==> config.mk <==
export PLATFORM = sky130hd
export DESIGN_NAME = serial_op_engine_flat
export DESIGN_NICKNAME = d
export VERILOG_FILES = /design/src/rtl/serial_op_engine_if.sv /design/src/rtl/serial_op_engine.sv /design/src/flat_wrapper.sv
export SDC_FILE = /design/constraint.sdc
export NUM_CORES = 2
export LEC_CHECK = 0
export CELL_PAD_IN_SITES_DETAIL_PLACEMENT = 0
export CELL_PAD_IN_SITES_GLOBAL_PLACEMENT = 1
export CORE_ASPECT_RATIO = 0.9
export CORE_UTILIZATION = 45
export CTS_CLUSTER_SIZE = 40
export DETAILED_ROUTE_END_ITERATION = 7
export PLACE_DENSITY_LB_ADDON = 0.05
export SLEW_MARGIN = 0
export SYNTH_ARGS = -nofsm -noshare
export SYNTH_HDL_FRONTEND = slang
export SYNTH_SLANG_ARGS = --single-unit
==> constraint.sdc <==
create_clock -name clk -period 6.85 [get_ports clk]
set_input_delay 1.0275 -clock clk [delete_from_list [all_inputs] [get_ports clk]]
set_output_delay 1.0275 -clock clk [all_outputs]
set_load 0.02 [all_outputs]
==> src/rtl/serial_op_engine_if.sv <==
// Handshake bundle for serial_op_engine: job control, W-bit input/output beat streams, status.
// The engine side uses the slave modport; the job source / consumer side uses master.
interface serial_op_engine_if #(
    parameter int W  = 4,
    parameter int IW = 4
);
    logic          start;
    logic [2:0]    op;
    logic [IW-1:0] iters;
    logic          clear_acc;
    logic          in_valid;
    logic          in_ready;
    logic [W-1:0]  in_a;
    logic [W-1:0]  in_b;
    logic          out_valid;
    logic          out_ready;
    logic [W-1:0]  out_data;
    logic          out_last;
    logic          busy;
    logic [1:0]    state_o;

    modport master (
        output start, op, iters, clear_acc, in_valid, in_a, in_b, out_ready,
        input  in_ready, out_valid, out_data, out_last, busy, state_o
    );

    modport slave (
        input  start, op, iters, clear_acc, in_valid, in_a, in_b, out_ready,
        output in_ready, out_valid, out_data, out_last, busy, state_o
    );
endinterface

==> src/rtl/serial_op_engine.sv <==
// Beat-serial operand loader, iterated accumulate engine and beat-serial result drain.
// Define SERIAL_OP_ENGINE_CHECKSUM_EN to append an XOR checksum beat to each result.
module serial_op_engine #(
    parameter int N  = 64,
    parameter int W  = 4,
    parameter int IW = 4
) (
    input logic               clk,
    input logic               rst,
    serial_op_engine_if.slave bus
);
    localparam int BEATS = N / W;
    localparam int BW    = $clog2(BEATS + 1);
`ifdef SERIAL_OP_ENGINE_CHECKSUM_EN
    localparam int LAST_BEAT = BEATS;
`else
    localparam int LAST_BEAT = BEATS - 1;
`endif
    localparam logic [BW-1:0] BEAT_ONE  = {{(BW-1){1'b0}}, 1'b1};
    localparam logic [BW-1:0] LOAD_LAST = BW'(BEATS - 1);
    localparam logic [BW-1:0] OUT_LAST  = BW'(LAST_BEAT);
    localparam logic [IW-1:0] ITER_ONE  = {{(IW-1){1'b0}}, 1'b1};

    typedef enum logic [1:0] {
        IDLE  = 2'd0,
        LOAD  = 2'd1,
        EXEC  = 2'd2,
        DRAIN = 2'd3
    } state_t;

    state_t        state_r, state_nxt_s;
    logic [N-1:0]  a_r, a_nxt_s;
    logic [N-1:0]  b_r, b_nxt_s;
    logic [N-1:0]  acc_r, acc_nxt_s;
    logic [BW-1:0] beat_r, beat_nxt_s;
    logic [IW-1:0] iter_r, iter_nxt_s;
    logic [IW-1:0] iters_r, iters_nxt_s;
    logic [2:0]    op_r, op_nxt_s;
    logic          in_ready_r, in_ready_nxt_s;
    logic          out_valid_r, out_valid_nxt_s;
    logic [W-1:0]  out_data_r, out_data_nxt_s;
    logic          out_last_r, out_last_nxt_s;
    logic          busy_r, busy_nxt_s;

    function automatic logic [N-1:0] alu(input logic [2:0] op, input logic [N-1:0] a,
                                         input logic [N-1:0] b, input logic [N-1:0] acc);
        logic [N:0]   sum;
        logic [N-1:0] mn, mx, df, sat, r;
        logic         a_ge_b;
        a_ge_b = (a >= b);
        mn     = a_ge_b ? b : a;
        mx     = a_ge_b ? a : b;
        df     = a_ge_b ? (a - b) : (b - a);
        sum    = {1'b0, a} + {1'b0, b};
        // Saturate when the add carries out of the top bit.
        sat    = sum[N] ? {N{1'b1}} : sum[N-1:0];
        case (op)
            3'd0:    r = (a & b) | acc;
            3'd1:    r = (a ^ b) + acc;
            3'd2:    r = df ^ acc;
            3'd3:    r = {acc[N-1:N/2], mn[N/2-1:0]};
            3'd4:    r = mx + (acc << 1'b1);
            3'd5:    r = sat & acc;
            3'd6:    r = ((a & b) + ((a ^ b) >> 1'b1)) | acc;
            3'd7:    r = {a[N-2:0], a[N-1]} ^ b ^ acc;
            default: r = acc;
        endcase
        return r;
    endfunction

    function automatic logic [W-1:0] beat_of(input logic [N-1:0] v, input logic [BW-1:0] idx);
        logic [W-1:0] r;
        r = {W{1'b0}};
        for (int k = 0; k < BEATS; k++) begin
            r = (idx == BW'(k)) ? v[k*W +: W] : r;
        end
        return r;
    endfunction

`ifdef SERIAL_OP_ENGINE_CHECKSUM_EN
    function automatic logic [W-1:0] xor_fold(input logic [N-1:0] v);
        logic [W-1:0] r;
        r = {W{1'b0}};
        for (int k = 0; k < BEATS; k++) begin
            r = r ^ v[k*W +: W];
        end
        return r;
    endfunction
`endif

    function automatic logic [W-1:0] drain_beat(input logic [N-1:0] v, input logic [BW-1:0] idx);
`ifdef SERIAL_OP_ENGINE_CHECKSUM_EN
        return (idx == BW'(BEATS)) ? xor_fold(v) : beat_of(v, idx);
`else
        return beat_of(v, idx);
`endif
    endfunction

    // Next-state, datapath updates and next values of the registered outputs.
    always_comb begin
        state_nxt_s = state_r;
        a_nxt_s     = a_r;
        b_nxt_s     = b_r;
        acc_nxt_s   = acc_r;
        beat_nxt_s  = beat_r;
        iter_nxt_s  = iter_r;
        iters_nxt_s = iters_r;
        op_nxt_s    = op_r;
        case (state_r)
            IDLE: begin
                if (bus.start) begin
                    op_nxt_s    = bus.op;
                    iters_nxt_s = (bus.iters == {IW{1'b0}}) ? ITER_ONE : bus.iters;
                    acc_nxt_s   = bus.clear_acc ? {N{1'b0}} : acc_r;
                    beat_nxt_s  = {BW{1'b0}};
                    iter_nxt_s  = {IW{1'b0}};
                    state_nxt_s = LOAD;
                end else begin
                    state_nxt_s = IDLE;
                end
            end
            LOAD: begin
                if (bus.in_valid && in_ready_r) begin
                    for (int k = 0; k < BEATS; k++) begin
                        a_nxt_s[k*W +: W] = (beat_r == BW'(k)) ? bus.in_a : a_r[k*W +: W];
                        b_nxt_s[k*W +: W] = (beat_r == BW'(k)) ? bus.in_b : b_r[k*W +: W];
                    end
                    if (beat_r == LOAD_LAST) begin
                        beat_nxt_s  = {BW{1'b0}};
                        iter_nxt_s  = {IW{1'b0}};
                        state_nxt_s = EXEC;
                    end else begin
                        beat_nxt_s  = beat_r + BEAT_ONE;
                    end
                end else begin
                    state_nxt_s = LOAD;
                end
            end
            EXEC: begin
                acc_nxt_s = alu(op_r, a_r, b_r, acc_r);
                if (iter_r == (iters_r - ITER_ONE)) begin
                    iter_nxt_s  = {IW{1'b0}};
                    state_nxt_s = DRAIN;
                end else begin
                    iter_nxt_s  = iter_r + ITER_ONE;
                end
            end
            DRAIN: begin
                if (out_valid_r && bus.out_ready) begin
                    if (beat_r == OUT_LAST) begin
                        beat_nxt_s  = {BW{1'b0}};
                        state_nxt_s = IDLE;
                    end else begin
                        beat_nxt_s  = beat_r + BEAT_ONE;
                    end
                end else begin
                    state_nxt_s = DRAIN;
                end
            end
            default: begin
                state_nxt_s = IDLE;
            end
        endcase

        // Outputs are precomputed from next state so they leave flops with no path from out_ready.
        in_ready_nxt_s  = (state_nxt_s == LOAD);
        out_valid_nxt_s = (state_nxt_s == DRAIN);
        busy_nxt_s      = (state_nxt_s != IDLE);
        out_data_nxt_s  = (state_nxt_s == DRAIN) ? drain_beat(acc_nxt_s, beat_nxt_s) : {W{1'b0}};
        out_last_nxt_s  = (state_nxt_s == DRAIN) && (beat_nxt_s == OUT_LAST);
    end

    // State, datapath and output registers.
    always_ff @(posedge clk or posedge rst) begin
        if (rst) begin
            state_r     <= IDLE;
            a_r         <= {N{1'b0}};
            b_r         <= {N{1'b0}};
            acc_r       <= {N{1'b0}};
            beat_r      <= {BW{1'b0}};
            iter_r      <= {IW{1'b0}};
            iters_r     <= {IW{1'b0}};
            op_r        <= 3'd0;
            in_ready_r  <= 1'b0;
            out_valid_r <= 1'b0;
            out_data_r  <= {W{1'b0}};
            out_last_r  <= 1'b0;
            busy_r      <= 1'b0;
        end else begin
            state_r     <= state_nxt_s;
            a_r         <= a_nxt_s;
            b_r         <= b_nxt_s;
            acc_r       <= acc_nxt_s;
            beat_r      <= beat_nxt_s;
            iter_r      <= iter_nxt_s;
            iters_r     <= iters_nxt_s;
            op_r        <= op_nxt_s;
            in_ready_r  <= in_ready_nxt_s;
            out_valid_r <= out_valid_nxt_s;
            out_data_r  <= out_data_nxt_s;
            out_last_r  <= out_last_nxt_s;
            busy_r      <= busy_nxt_s;
        end
    end

    assign bus.in_ready  = in_ready_r;
    assign bus.out_valid = out_valid_r;
    assign bus.out_data  = out_data_r;
    assign bus.out_last  = out_last_r;
    assign bus.busy      = busy_r;
    assign bus.state_o   = state_r;
endmodule

==> src/flat_wrapper.sv <==
// flat-port wrapper written by rule: the top's interface ports become plain ports
module serial_op_engine_flat 
#(
    parameter int N  = 64,
    parameter int W  = 4,
    parameter int IW = 4
)
  (clk, rst, bus_start, bus_op, bus_iters, bus_clear_acc, bus_in_valid, bus_in_a, bus_in_b, bus_out_ready, bus_in_ready, bus_out_valid, bus_out_data, bus_out_last, bus_busy, bus_state_o);
  serial_op_engine_if #(.W(W), .IW(IW)) bus_i ();
  input logic clk;
  input logic rst;
  input wire logic [$bits(bus_i.start)-1:0] bus_start;
  input wire logic [$bits(bus_i.op)-1:0] bus_op;
  input wire logic [$bits(bus_i.iters)-1:0] bus_iters;
  input wire logic [$bits(bus_i.clear_acc)-1:0] bus_clear_acc;
  input wire logic [$bits(bus_i.in_valid)-1:0] bus_in_valid;
  input wire logic [$bits(bus_i.in_a)-1:0] bus_in_a;
  input wire logic [$bits(bus_i.in_b)-1:0] bus_in_b;
  input wire logic [$bits(bus_i.out_ready)-1:0] bus_out_ready;
  output wire logic [$bits(bus_i.in_ready)-1:0] bus_in_ready;
  output wire logic [$bits(bus_i.out_valid)-1:0] bus_out_valid;
  output wire logic [$bits(bus_i.out_data)-1:0] bus_out_data;
  output wire logic [$bits(bus_i.out_last)-1:0] bus_out_last;
  output wire logic [$bits(bus_i.busy)-1:0] bus_busy;
  output wire logic [$bits(bus_i.state_o)-1:0] bus_state_o;
  assign bus_i.start = bus_start;
  assign bus_i.op = bus_op;
  assign bus_i.iters = bus_iters;
  assign bus_i.clear_acc = bus_clear_acc;
  assign bus_i.in_valid = bus_in_valid;
  assign bus_i.in_a = bus_in_a;
  assign bus_i.in_b = bus_in_b;
  assign bus_i.out_ready = bus_out_ready;
  assign bus_in_ready = bus_i.in_ready;
  assign bus_out_valid = bus_i.out_valid;
  assign bus_out_data = bus_i.out_data;
  assign bus_out_last = bus_i.out_last;
  assign bus_busy = bus_i.busy;
  assign bus_state_o = bus_i.state_o;
  serial_op_engine #(.N(N), .W(W), .IW(IW)) u_core (.clk(clk), .rst(rst), .bus(bus_i));
endmodule
==> flow_metrics.env <==
export IMPL_status="complete, but fails checks"
export IMPL_violations="design-rule violations, negative setup slack"
export IMPL_hold_class="flop to flop"
export IMPL_synth_ff_latch_count=218
export IMPL_grt_max_degree=75
export IMPL_clk_pin_slew_worst_paths_ns=0.06
export IMPL_port_buffers=30
export IMPL_grt_busiest_layer="met1"
export IMPL_drt_pre_antenna_iters=8
export IMPL_grtUsageTotal=0.519
export IMPL_cts_sinks=218
export IMPL_final_max_slew_viol_count=0
export IMPL_die_w_um=315
export IMPL_skew_ns=0.0228
export IMPL_min_period_over_period=1.02
export IMPL_path_buf_inv=7
export IMPL_syn_nets=5881
export IMPL_drive_gt1_frac=0.183
export IMPL_syn_inst=5405
export IMPL_hold_buffers=0
export IMPL_cp_arrival_ns=7.46
export IMPL_die_area_um2=89200
export IMPL_critPathKind="flop to flop"
export IMPL_wire_per_inst_um=34.0
export IMPL_coreArea_um2=86700
export IMPL_fin_nets=6426
export IMPL_synth_ff_type="dfrtp_1"
export IMPL_synth_cell_types=101
export IMPL_max_freq_ghz=0.143
export IMPL_multi_input_area_um2=32600
export IMPL_path_depth=31
export IMPL_start_kind="flop"
export IMPL_worst_slack_ns=-0.138
export IMPL_yosysTopAreaCell="dfrtp_1"
export IMPL_cp_common_cell="buf_4"
export IMPL_worst_ep_required_time_ns=7.32
export IMPL_yosys_top_cells_area="dfrtp_1 (14%), ha_1 (12%), a21oi_1 (7.3%)"
export IMPL_wl_um=242000
export IMPL_drt_initial_drc_count=8196
export IMPL_rsz0062_at_grt="yes"
export IMPL_slowest_stage="a221oi_2"
export IMPL_min_period_ns=6.99
export IMPL_synth_async_sr_flop_share=1.00
export IMPL_cts_tree="done"
export IMPL_grt_pass1_vias=45258
export IMPL_use_met1=0.702
export IMPL_met3_usage=0.248
export IMPL_use_met2=0.680
export IMPL_crit_path_max_fanout=6
export IMPL_cap_viol_max_count=0
export IMPL_clkLatencyLatePin_ns=0.61
export IMPL_gp_congestion=1.17
export IMPL_seq_area_um2=5460
export IMPL_hold_depth=2
export IMPL_synth_edf_count=0
export IMPL_ant_nets=0
export IMPL_crit_family="compound AO/OA/AOI/OAI gates"
export IMPL_vias=49972
export IMPL_viasPerCell=7.01
export IMPL_dp_slack_ns=-0.527
export IMPL_yosysSeqAreaShare=0.138
export IMPL_cts_root_buf="clkbuf_16"
export IMPL_antenna_found_initial=11
export IMPL_core_rowCount=102
export IMPL_die_y_um=283
export IMPL_area_delta_synth_final_pct=21.2
export IMPL_syn_area_um2=39600
export IMPL_drc=31
export IMPL_hpwl_um=189000
export IMPL_worst_setup_path_end_kind="flop"
export IMPL_post_route_util=0.554
export IMPL_reg2reg_depth=31
export IMPL_grt_pass1_wl_um=333000
export IMPL_synth_top_area_share=0.138
export IMPL_fillers=8450
export IMPL_io_pins=31
export IMPL_worst_slew_margin_rel=0.117
export IMPL_worstMarginPinSlew_ns=1.32
export IMPL_setup_violations=4
export IMPL_hold_viol_final=0
export IMPL_critPathMaxStageDelay_ns=0.49
export IMPL_htree_levels=2
export IMPL_syn_area_per_cell_um2=7.33
export IMPL_clockBufferDepth=3
export IMPL_cts_buffers=35
export IMPL_yosysWarnings=0
export IMPL_grt_overflow=0
export IMPL_start_util=0.457
## worst min-delay path, stage by stage (launching register included)
cell	delay (ns)
dfrtp_1	0.35
nand2_1	0.06
nand2_1	0.06
## stage by stage
stage          hold WS, ns  std cells  cell area [um2]  setup TNS [ns]
6_report             0.504       7125            48000          -0.393
5_1_grt              0.528       7118            48000          -0.264
4_1_cts              0.504       7089            47300               0
3_5_place_dp         0.490       7022            45800           -2.91
3_3_place_gp         0.489       7022            45800           -2.27
2_1_floorplan        0.466       5405            39700         -0.0145
## synthesized netlist by cell type (all sizes together) (16+ instances only)
cell / n
a2111oi: 23
o21bai: 69
o211ai: 72
inv: 293
o31ai: 47
a21oi: 579
o22ai: 28
a221oi: 45
xor2: 109
nand3: 124
a21o: 149
dfrtp: 218
nor3b: 17
nand2b: 43
fa: 68
o221ai: 21
o31a: 24
o311ai: 23
nand4: 78
nand2: 523
nor2: 405
mux2i: 71
and3: 40
a211oi: 112
xnor2: 251
o21ai: 475
ha: 387
a221o: 16
o21a: 55
nor3: 123
a22oi: 18
and2: 26
or3: 55
clkbuf: 215
and4: 22
a211o: 23
a31oi: 86
nor2b: 31
mux2: 109
a21boi: 23
buf: 64
nor4: 43
## logic make-up after synthesis
logic type,Yosys count,synth area share
AOI/OAI and AO/OA,2048,0.335
and+or+nand+nor,1569,0.185
buffers and inverters,575,0.0570
adders and majority gates,455,0.157
xor gates and xnor gates,360,0.0796
DFF,218,0.138
muxes,180,0.0489
## cell type report
type,instances,share of cell area
clock inverter,16,0.00537
clock buffer,44,0.0207
inverter,296,0.0232
multi-input combinational,4612,0.678
timing repair buffer,787,0.129
antenna,8,0.000417
sequential,218,0.114
tap,1144,0.0298
## cells in the final DEF, fill, tap and decap left out, types with 122 or more instances in the layout
master	netlist	final
buf_4	7	737
a21o_1	149	149
o21ai_0	457	439
a21oi_1	577	568
dfrtp_1	218	214
nor2_1	405	396
nand2_1	523	519
inv_1	292	284
xnor2_1	251	250
ha_1	387	372
nand3_1	124	122
## what timing repair did
item                       4_1_cts  5_1_grt
setup endpoints to repair       15       14
gates resized for setup         41       96
setup buffers                    7       26
cloned                           0        2
pin swaps                       20       45
## per-layer routing
metal / part of all wire / vias to the layer above
met3: 0.18 / 807
met1: 0.39 / 23884
met2: 0.37 / 4224
met4: 0.058 / 6
met5: 0.00018 / -
li1: - / 21051
## path summary, 6_finish.rpt
check / start / end / slack [ns]
setup / recovery: u_core.b_r[55] / u_core.bus.out_data[0] / -0.14
min in group asynchronous: rst / u_core.b_r[8] / 0.95
hold / removal: u_core.iters_r[3] / u_core.iters_r[3] / 0.50
max in group asynchronous: rst / u_core.b_r[49] / 4.80
setup reg to reg: u_core.b_r[55] / u_core.bus.out_data[0] / -0.14
hold reg to reg: u_core.iters_r[3] / u_core.iters_r[3] / 0.50
## flip-flops by register name (all words and copies together), names as in the netlist
name	count
u_core.iter_r	4
u_core.iters_r	4
u_core.beat_r	5
u_core.b_r	64
u_core.bus.state_o	2
u_core.bus.busy	1
u_core.bus.out_valid	1
u_core.bus.out_data	4
u_core.bus.out_last	1
u_core.a_r	64
u_core.acc_r	64
u_core.bus.in_ready	1
u_core.op_r	3
Power is not shown: default switching activity piles up to over one toggle a cycle in this logic, so the estimate is an artifact.
